## config.mk

```make
export PLATFORM = sky130hd
export DESIGN_NAME = scroll_scheduler
export DESIGN_NICKNAME = d
export VERILOG_FILES = /design/src/rtl/game_pkg.sv /design/src/rtl/period_timer.sv /design/src/rtl/scroll_scheduler.sv
export SDC_FILE = /design/constraint.sdc
export NUM_CORES = 1
export LEC_CHECK = 0
export CAP_MARGIN = 20
export CORE_MARGIN = 10
export CORE_UTILIZATION = 43
export DETAILED_ROUTE_END_ITERATION = 6
export DONT_BUFFER_PORTS = 1
export HOLD_SLACK_MARGIN = 0.08
export SETUP_SLACK_MARGIN = 0.2
export SYNTH_ARGS = -nofsm -noshare
export SYNTH_HDL_FRONTEND = slang
export SYNTH_SLANG_ARGS = --single-unit
export TNS_END_PERCENT = 100
```

## constraint.sdc

```tcl
create_clock -name clk -period 6.2 [get_ports clk]
set_input_delay 0.62 -clock clk [delete_from_list [all_inputs] [get_ports clk]]
set_output_delay 0.62 -clock clk [all_outputs]
set_load 0.05 [all_outputs]
```

## src/rtl/game_pkg.sv

```systemverilog
// Shared game types and constants: scroll FSM states, difficulty level codes
// and the default period width.
package game_pkg;

  localparam int DEFAULT_CW = 23;

  typedef enum logic [2:0] {
    IDLE,
    LEAD_IN,
    PLAY,
    PAUSED,
    DONE
  } scroll_state_t;

  localparam logic [1:0] EASY   = 2'd1;
  localparam logic [1:0] MEDIUM = 2'd2;
  localparam logic [1:0] HARD   = 2'd3;

endpackage

```

## src/rtl/period_timer.sv

```systemverilog
// Loadable down-counter. It ticks when it is enabled at zero, and that same edge
// reloads it so that ticks stay exactly load_val+1 cycles apart.
module period_timer #(
  parameter int CW = 23
) (
  input  logic          clk,
  input  logic          n_rst,
  input  logic          load,
  input  logic          en,
  input  logic [CW-1:0] load_val,
  output logic          tick
);

  logic [CW-1:0] count_q;

  assign tick = en && (count_q == '0);

  // NOTE: sequential state uses non-blocking assignments only, so every register
  // samples pre-edge values regardless of process ordering.
  always_ff @(posedge clk or negedge n_rst) begin
    if (!n_rst) begin
      count_q <= '0;
    end else if (load) begin
      count_q <= load_val;
    end else if (en) begin
      count_q <= (count_q == '0) ? load_val : count_q - 1'b1;
    end
  end

endmodule

```

## src/rtl/scroll_scheduler.sv

```systemverilog
// Song scroll sequencer: runs a lead-in metronome, then emits one shift_en strobe
// per song beat. It supports pause and abort from the game-mode FSM.
module scroll_scheduler
  import game_pkg::*;
#(
  parameter int CW         = DEFAULT_CW,
  parameter int BW         = 8,
  parameter int SONG_BEATS = 64,
  parameter int LEAD_BEATS = 4,
  parameter int MIN_PERIOD = 1000
) (
  input  logic          clk,
  input  logic          n_rst,
  input  logic          start,
  input  logic          pause,
  input  logic          abort,
  input  logic [CW-1:0] diff_speed,
  output logic          click,
  output logic          shift_en,
  output logic [BW-1:0] beat_idx,
  output logic          lead_in,
  output logic          playing,
  output logic          song_done
);

  localparam int            LW     = $clog2(LEAD_BEATS + 1);
  localparam logic [CW-1:0] MIN_P  = CW'(MIN_PERIOD);
  localparam logic [LW-1:0] LEAD_L = LW'(LEAD_BEATS - 1);
  localparam logic [BW-1:0] BEAT_L = BW'(SONG_BEATS - 1);

  scroll_state_t state_q, state_d;
  logic          ret_play_q, ret_play_d;
  logic [LW-1:0] lead_q, lead_d;
  logic [BW-1:0] beat_d;
  logic          click_d, shift_d;
  logic          load, clear, tick, timer_en;
  logic [CW-1:0] eff_period, load_val;

  // Short or zero periods are raised to MIN_PERIOD. The timer only samples the
  // value when it loads, so a change mid-interval takes effect from the next load.
  assign eff_period = (diff_speed < MIN_P) ? MIN_P : diff_speed;
  assign load_val   = clear ? '0 : eff_period - 1'b1;
  assign timer_en   = (state_q == LEAD_IN) || (state_q == PLAY);

  period_timer #(.CW(CW)) u_timer (
    .clk      (clk),
    .n_rst    (n_rst),
    .load     (load | clear),
    .en       (timer_en),
    .load_val (load_val),
    .tick     (tick)
  );

  // NOTE: every signal driven here gets a default first, so no path can infer
  // a latch.
  always_comb begin
    state_d    = state_q;
    ret_play_d = ret_play_q;
    lead_d     = lead_q;
    beat_d     = beat_idx;
    click_d    = 1'b0;
    shift_d    = 1'b0;
    load       = 1'b0;
    clear      = 1'b0;
    if (abort) begin
      state_d    = IDLE;
      ret_play_d = 1'b0;
      lead_d     = '0;
      beat_d     = '0;
      clear      = 1'b1;
    end else begin
      unique case (state_q)
        IDLE, DONE: if (start) begin
          state_d = LEAD_IN;
          lead_d  = '0;
          beat_d  = '0;
          load    = 1'b1;
        end
        LEAD_IN: if (tick) begin
          click_d = 1'b1;
          lead_d  = lead_q + 1'b1;
          if (lead_q == LEAD_L) state_d = PLAY;
        end else if (pause) begin
          state_d    = PAUSED;
          ret_play_d = 1'b0;
        end
        PLAY: if (tick) begin
          shift_d = 1'b1;
          if (beat_idx == BEAT_L) begin
            beat_d  = '0;
            state_d = DONE;
          end else begin
            beat_d = beat_idx + 1'b1;
          end
        end else if (pause) begin
          state_d    = PAUSED;
          ret_play_d = 1'b1;
        end
        PAUSED: if (!pause) state_d = ret_play_q ? PLAY : LEAD_IN;
        default: state_d = IDLE;
      endcase
    end
  end

  // Status flags decode the next state so they move on the same edge as the state.
  always_ff @(posedge clk or negedge n_rst) begin
    if (!n_rst) begin
      state_q    <= IDLE;
      ret_play_q <= 1'b0;
      lead_q     <= '0;
      beat_idx   <= '0;
      click      <= 1'b0;
      shift_en   <= 1'b0;
      lead_in    <= 1'b0;
      playing    <= 1'b0;
      song_done  <= 1'b0;
    end else begin
      state_q    <= state_d;
      ret_play_q <= ret_play_d;
      lead_q     <= lead_d;
      beat_idx   <= beat_d;
      click      <= click_d;
      shift_en   <= shift_d;
      lead_in    <= (state_d == LEAD_IN) || (state_d == PAUSED && !ret_play_d);
      playing    <= (state_d == PLAY) || (state_d == PAUSED && ret_play_d);
      song_done  <= (state_d == DONE);
    end
  end

endmodule

```

### Yosys cells after proc, flatten, opt, wreduce, memory -nomap -nowiden

Cells that the tools add are included.

* flip-flop bits (word level): 43
* output and inout bits: 13

* add/sub/neg operators: 4
* magnitude comparators: 1
* equal/unequal tests: 13
* mux-type cells: 39
* bitwise logic cells: 1
* reductions and logical operators: 15

Operators by type and width (number)
* 23-bit 2-to-1 mux: 5
* 23-bit by 1-bit subtractor with 23-bit output, second input constant: 2
* 3-bit 2-to-1 mux: 11
* 8-bit 2-to-1 mux: 4
* 23-bit zero test: 1
* 23-bit by 10-bit < comparator with 1-bit output, second input constant: 1
* 8-bit one-hot mux with 2 select lines: 1
* 3-bit by 2-bit equality test with 1-bit output, second input constant: 5
* 1-bit 2-to-1 mux: 14
* 3-bit one-hot mux with 4 select lines: 1
* 3-bit != test, second input constant: 3
* 8-bit by 1-bit adder with 8-bit output, second input constant: 1
* 8-bit by 6-bit equality test with 1-bit output, second input constant: 1
* 3-bit by 1-bit equality test with 1-bit output, second input constant: 2
* 3-bit equality test, second input constant: 2
* 3-bit one-hot mux with 2 select lines: 1
* 3-bit AND reduction: 2
* 3-bit nonzero test: 2
* 3-bit by 1-bit adder with 3-bit output, second input constant: 1
* 1-bit logical AND: 3
* 3-bit zero test: 1
* 1-bit logical OR: 3
* 2-bit 2-to-1 mux: 1
* 1-bit one-hot mux with 2 select lines: 1
* other kinds (4): 4

### Logic depth before layout (Yosys ltp)

* word-level depth: 9
* mapped depth: 12

### Cells and area by module

Synthesis repeated with hierarchy kept, for this count alone.

* cell total of the unflattened synthesis: 409
* area, all modules: 3278.1 um^2

Modules (own cells, without submodules)
* scroll_scheduler: times used 1, cells each 215, area each 1685.4 um^2
* period_timer: times used 1, cells each 194, area each 1592.8 um^2

### Worst setup path before layout

OpenSTA, ideal clock, no wires.

* kind: input to register
* start: input port diff_speed[13]
* end: register u_timer.count_q[16]
* library setup time: 0.133 ns
* arrival: 3.667 ns
* data required time: 6.067 ns
* path slack: 2.401 ns
* stages on the path: 12
* buffers on the path: 1
* cells stage by stage: or3_1 > clkbuf_1 > nor4_1 > nand3_1 > nand2_1 > ha_1 > or4b_1 > or4b_1 > a21o_1 > nor4_2 > xnor2_1 > o211ai_1

* longest elaborated chain between the ends: 7

RTL lines
* start: declaration: RTL line scroll_scheduler.sv:17 `input logic [CW-1:0] diff_speed,`
* 23-bit by 10-bit < comparator with 1-bit output: RTL line scroll_scheduler.sv:41 `assign eff_period = (diff_speed < MIN_P) ? MIN_P : diff_speed;`
* 23-bit 2-to-1 mux (*): RTL line scroll_scheduler.sv:41
* 23-bit by 1-bit subtractor with 23-bit output (*): RTL line scroll_scheduler.sv:42 `assign load_val = clear ? '0 : eff_period - 1'b1;`
* 23-bit 2-to-1 mux (*): RTL line scroll_scheduler.sv:42
* 23-bit 2-to-1 mux: RTL line period_timer.sv:26 `count_q <= (count_q == '0) ? load_val : count_q - 1'b1;`
* 23-bit 2-to-1 mux: RTL line period_timer.sv:25 `end else if (en) begin`
* 23-bit 2-to-1 mux (*): RTL line period_timer.sv:23 `end else if (load) begin`
* end signal: assignment: RTL line period_timer.sv:24 `count_q <= load_val;`
* end signal: assignment: RTL line period_timer.sv:26
* end: declaration: RTL line period_timer.sv:14 `logic [CW-1:0] count_q;`

Mark *: on every way between the ends. The rest lies on a longest branch, timed or not. The select of a mux whose other input is x is not followed.
A chain may end at the register's enable or synchronous reset.

### Worst setup path after layout

* start: input port diff_speed[13]
* end: register u_timer.count_q[18]

The elaborated chain is that of the path after synthesis.

==> metrics.txt <==
status=finished clean; Netlist cell types=61; crit path cell chain=or3_1 -> nor4_1 -> nand3_1 -> nand2_1 -> ha_1 -> or4b_1 -> or4b_1 -> a21o_1 -> nor3_1 -> xnor2_1 -> o21ai_0; final-report hold violation count=0; total of max-cap violations=0; Rel. slew slack=32.4%; Min-Delay Path Class=in2async; diode count=0; Initial DRT Pass Iterations=5; # setup viols final=0; routing usage on met1=20.6%; die area=10900 um^2; DR WL/cell=18.2 um; final hold slack=155 ps; met3 Use GR=3.50%; cell area after synthesis=3080 um^2; Synth async-reset ratio=100%; peak supply drop=108 uV; Final Max Tran Viols=0; min cycle time layout=4060 ps; CP Capture Type=flip-flop; Crit Path Class=in2reg; Bufs and invs on worst path=0; Placer Congestion=0.880; PwrDens=239 nW/um^2; total grt overflow=0; most frequent CP cell=or4b_1; Ys Warns=0; overall routed net length=8.31 mm; post-synth top area share=35.0%; Post-Syn Nets=402; antenna-violating nets left=0; met2 Use GR=21.8%; crit path DAT=4220 ps; HPWL Detailed=5.97 mm; sequential area share after synthesis=35.0%; Worst Path Max Fanout=7; die span in x=105 um; crit path launch type=input pin; largest net degree at the start of global routing=44; Ports=41; Total GRT Usage=14.7%; clk_lat worst skew=300 ps; critical path's top delay family=simple AND/OR/NAND/NOR gates; First DRT Iteration DRCs=258; CTS Sinks=43; synth top area cells=dfrtp_1 (35%), o21ai_0 (6.3%), nor2_1 (4.9%); Total Power=773 uW; Seq cells post-synth=43; antenna violations before repair=0; Mapped Cells=368; vias in the first global route=2604; Most Used Layer, Global Route=met2; Worst Skew=6.09 ps; CTS H-Tree Depth=2; placed insts=448; root buffer cell=clkbuf_8; detail-routed via count per cell=6.18; crit-path max cell delay=570 ps; Fin Setup TNS=0 ps; CTS Buf Count=5; # rows=30; Remaining DRCs=0; Port Buf Inserts=0; first-pass GRT wire length=13.6 mm; DIE HEIGHT=105 um; largest area contributor in the netlist=dfrtp_1; Synth top cells by count=dfrtp_1 (43), nor2_1 (40), o21ai_0 (39); total number of vias=2824; Critical-path top delay cell=nor4_1; Worst-Margin Slew=1010 ps; leakage=0.00121 uW; Max Fclk=246 MHz; TritonCTS clock tree=done; fin crit share=65.5%; EDFF count, synth=0; RSZ-0062 raised after global routing=no; clk slew on worst S/H paths=90 ps; area delta synth->final=5.04%; ratio of cells with drive above 1 in the final layout=7.76%; Synth Flop Type=dfrtp_1; Clock Tree Buf Depth=2; count leader, synth=dfrtp_1; net count reported at finish=394; syn avg cell area=8.36 um^2; required time of the worst setup path=6360 ps; initial cell density of the core=44.8%; core area=6870 um^2; post-route insts no fill=457
[repair_timing]
item | CTS | global route
buffers inserted | 0 | 0
gates resized for setup | 0 | 0
hold endpoints to repair | 43 | 0
hold buffers | 1 | 0
[cell usage in the layout (no fill, tap or decap), types with 3 or more instances in the layout]
master	n
dfrtp_1	43
nor2_1	40
o21ai_0	39
nand2_1	33
nor3_1	18
nor4_1	17
a21oi_1	14
xnor2_1	14
nand3_1	11
o211ai_1	9
or3_1	8
inv_1	6
ha_1	6
and3_1	5
nor2b_1	5
nand3b_1	5
nand4_1	5
xor2_1	5
clkbuf_8	5
or2_2	4
a22o_1	4
nand2b_1	4
a221o_1	4
nor3b_1	3
a211oi_1	3
and2_1	3
a32oi_1	3
o31ai_1	3
mux2_2	3
[cells by family after synthesis]
| kind of cell | share of synthesized area (%) |
|---|---|
| muxes | 1.42 |
| buffers and inverters | 3.37 |
| AOI/OAI and AO/OA | 22.0 |
| DFF | 35.0 |
| adders and majority gates | 2.44 |
| xor gates and xnor gates | 5.41 |
| and+or+nand+nor | 30.4 |
[worst paths after layout]
check | to | cells past startpoint | slack [ps] | start
setup / recovery | u_timer.count_q[18] | 11 | 2140 | diff_speed[13]
hold / removal | beat_idx[5] | 1 | 150 | n_rst
setup reg to reg | u_timer.count_q[7] | 6 | 2740 | u_timer.count_q[8]
hold reg to reg | u_timer.count_q[13] | 1 | 530 | u_timer.count_q[13]
max in group asynchronous | u_timer.count_q[20] | 1 | 5840 | n_rst
min in group clk | lead_q[1] | 1 | 370 | abort
[state kept, by name (all words and copies together) (netlist names)]
name and flops:
song_done 1, shift_en 1, state_q 3, beat_idx 8, playing 1, lead_in 1
click 1, lead_q 3, u_timer.count_q 23, ret_play_q 1
[cell type report]
cell class | instances | area, um^2
multi-input cells | 303 | 1900
inverters | 6 | 22.5
fillers | 697 | 3640
well taps | 96 | 120
flip-flops and latches | 43 | 1080
clock buffers | 6 | 72.6
repair buffers | 1 | 27.5
clock inverters | 2 | 12.5
[per-layer routing]
| metal | wire length, um | up-vias |
|---|---|---|
| met5 | 0 | - |
| met4 | 108 | 0 |
| met3 | 584 | 8 |
| met2 | 3750 | 89 |
| met1 | 3860 | 1361 |
| li1 | - | 1366 |
[report_power, final]
part,switching [uW],internal (uW),leakage [uW]
Sequential,54.2,315,0.000571
Combinational,140,82.5,0.000597
Clock,102,78.9,0.0000412
[per-stage QoR]
step | instance area, um^2 | util, % | setup slack [ps]
2_1_floorplan | 3080 | - | 2400
3_3_place_gp | 3120 | 45.4 | 1900
3_5_place_dp | 3120 | 45.4 | 1860
4_1_cts | 3230 | 47.1 | 2170
5_1_grt | 3230 | 47.1 | 1880
6_report | 3230 | 47.1 | 2140
Power figures use the tool's default switching activity.
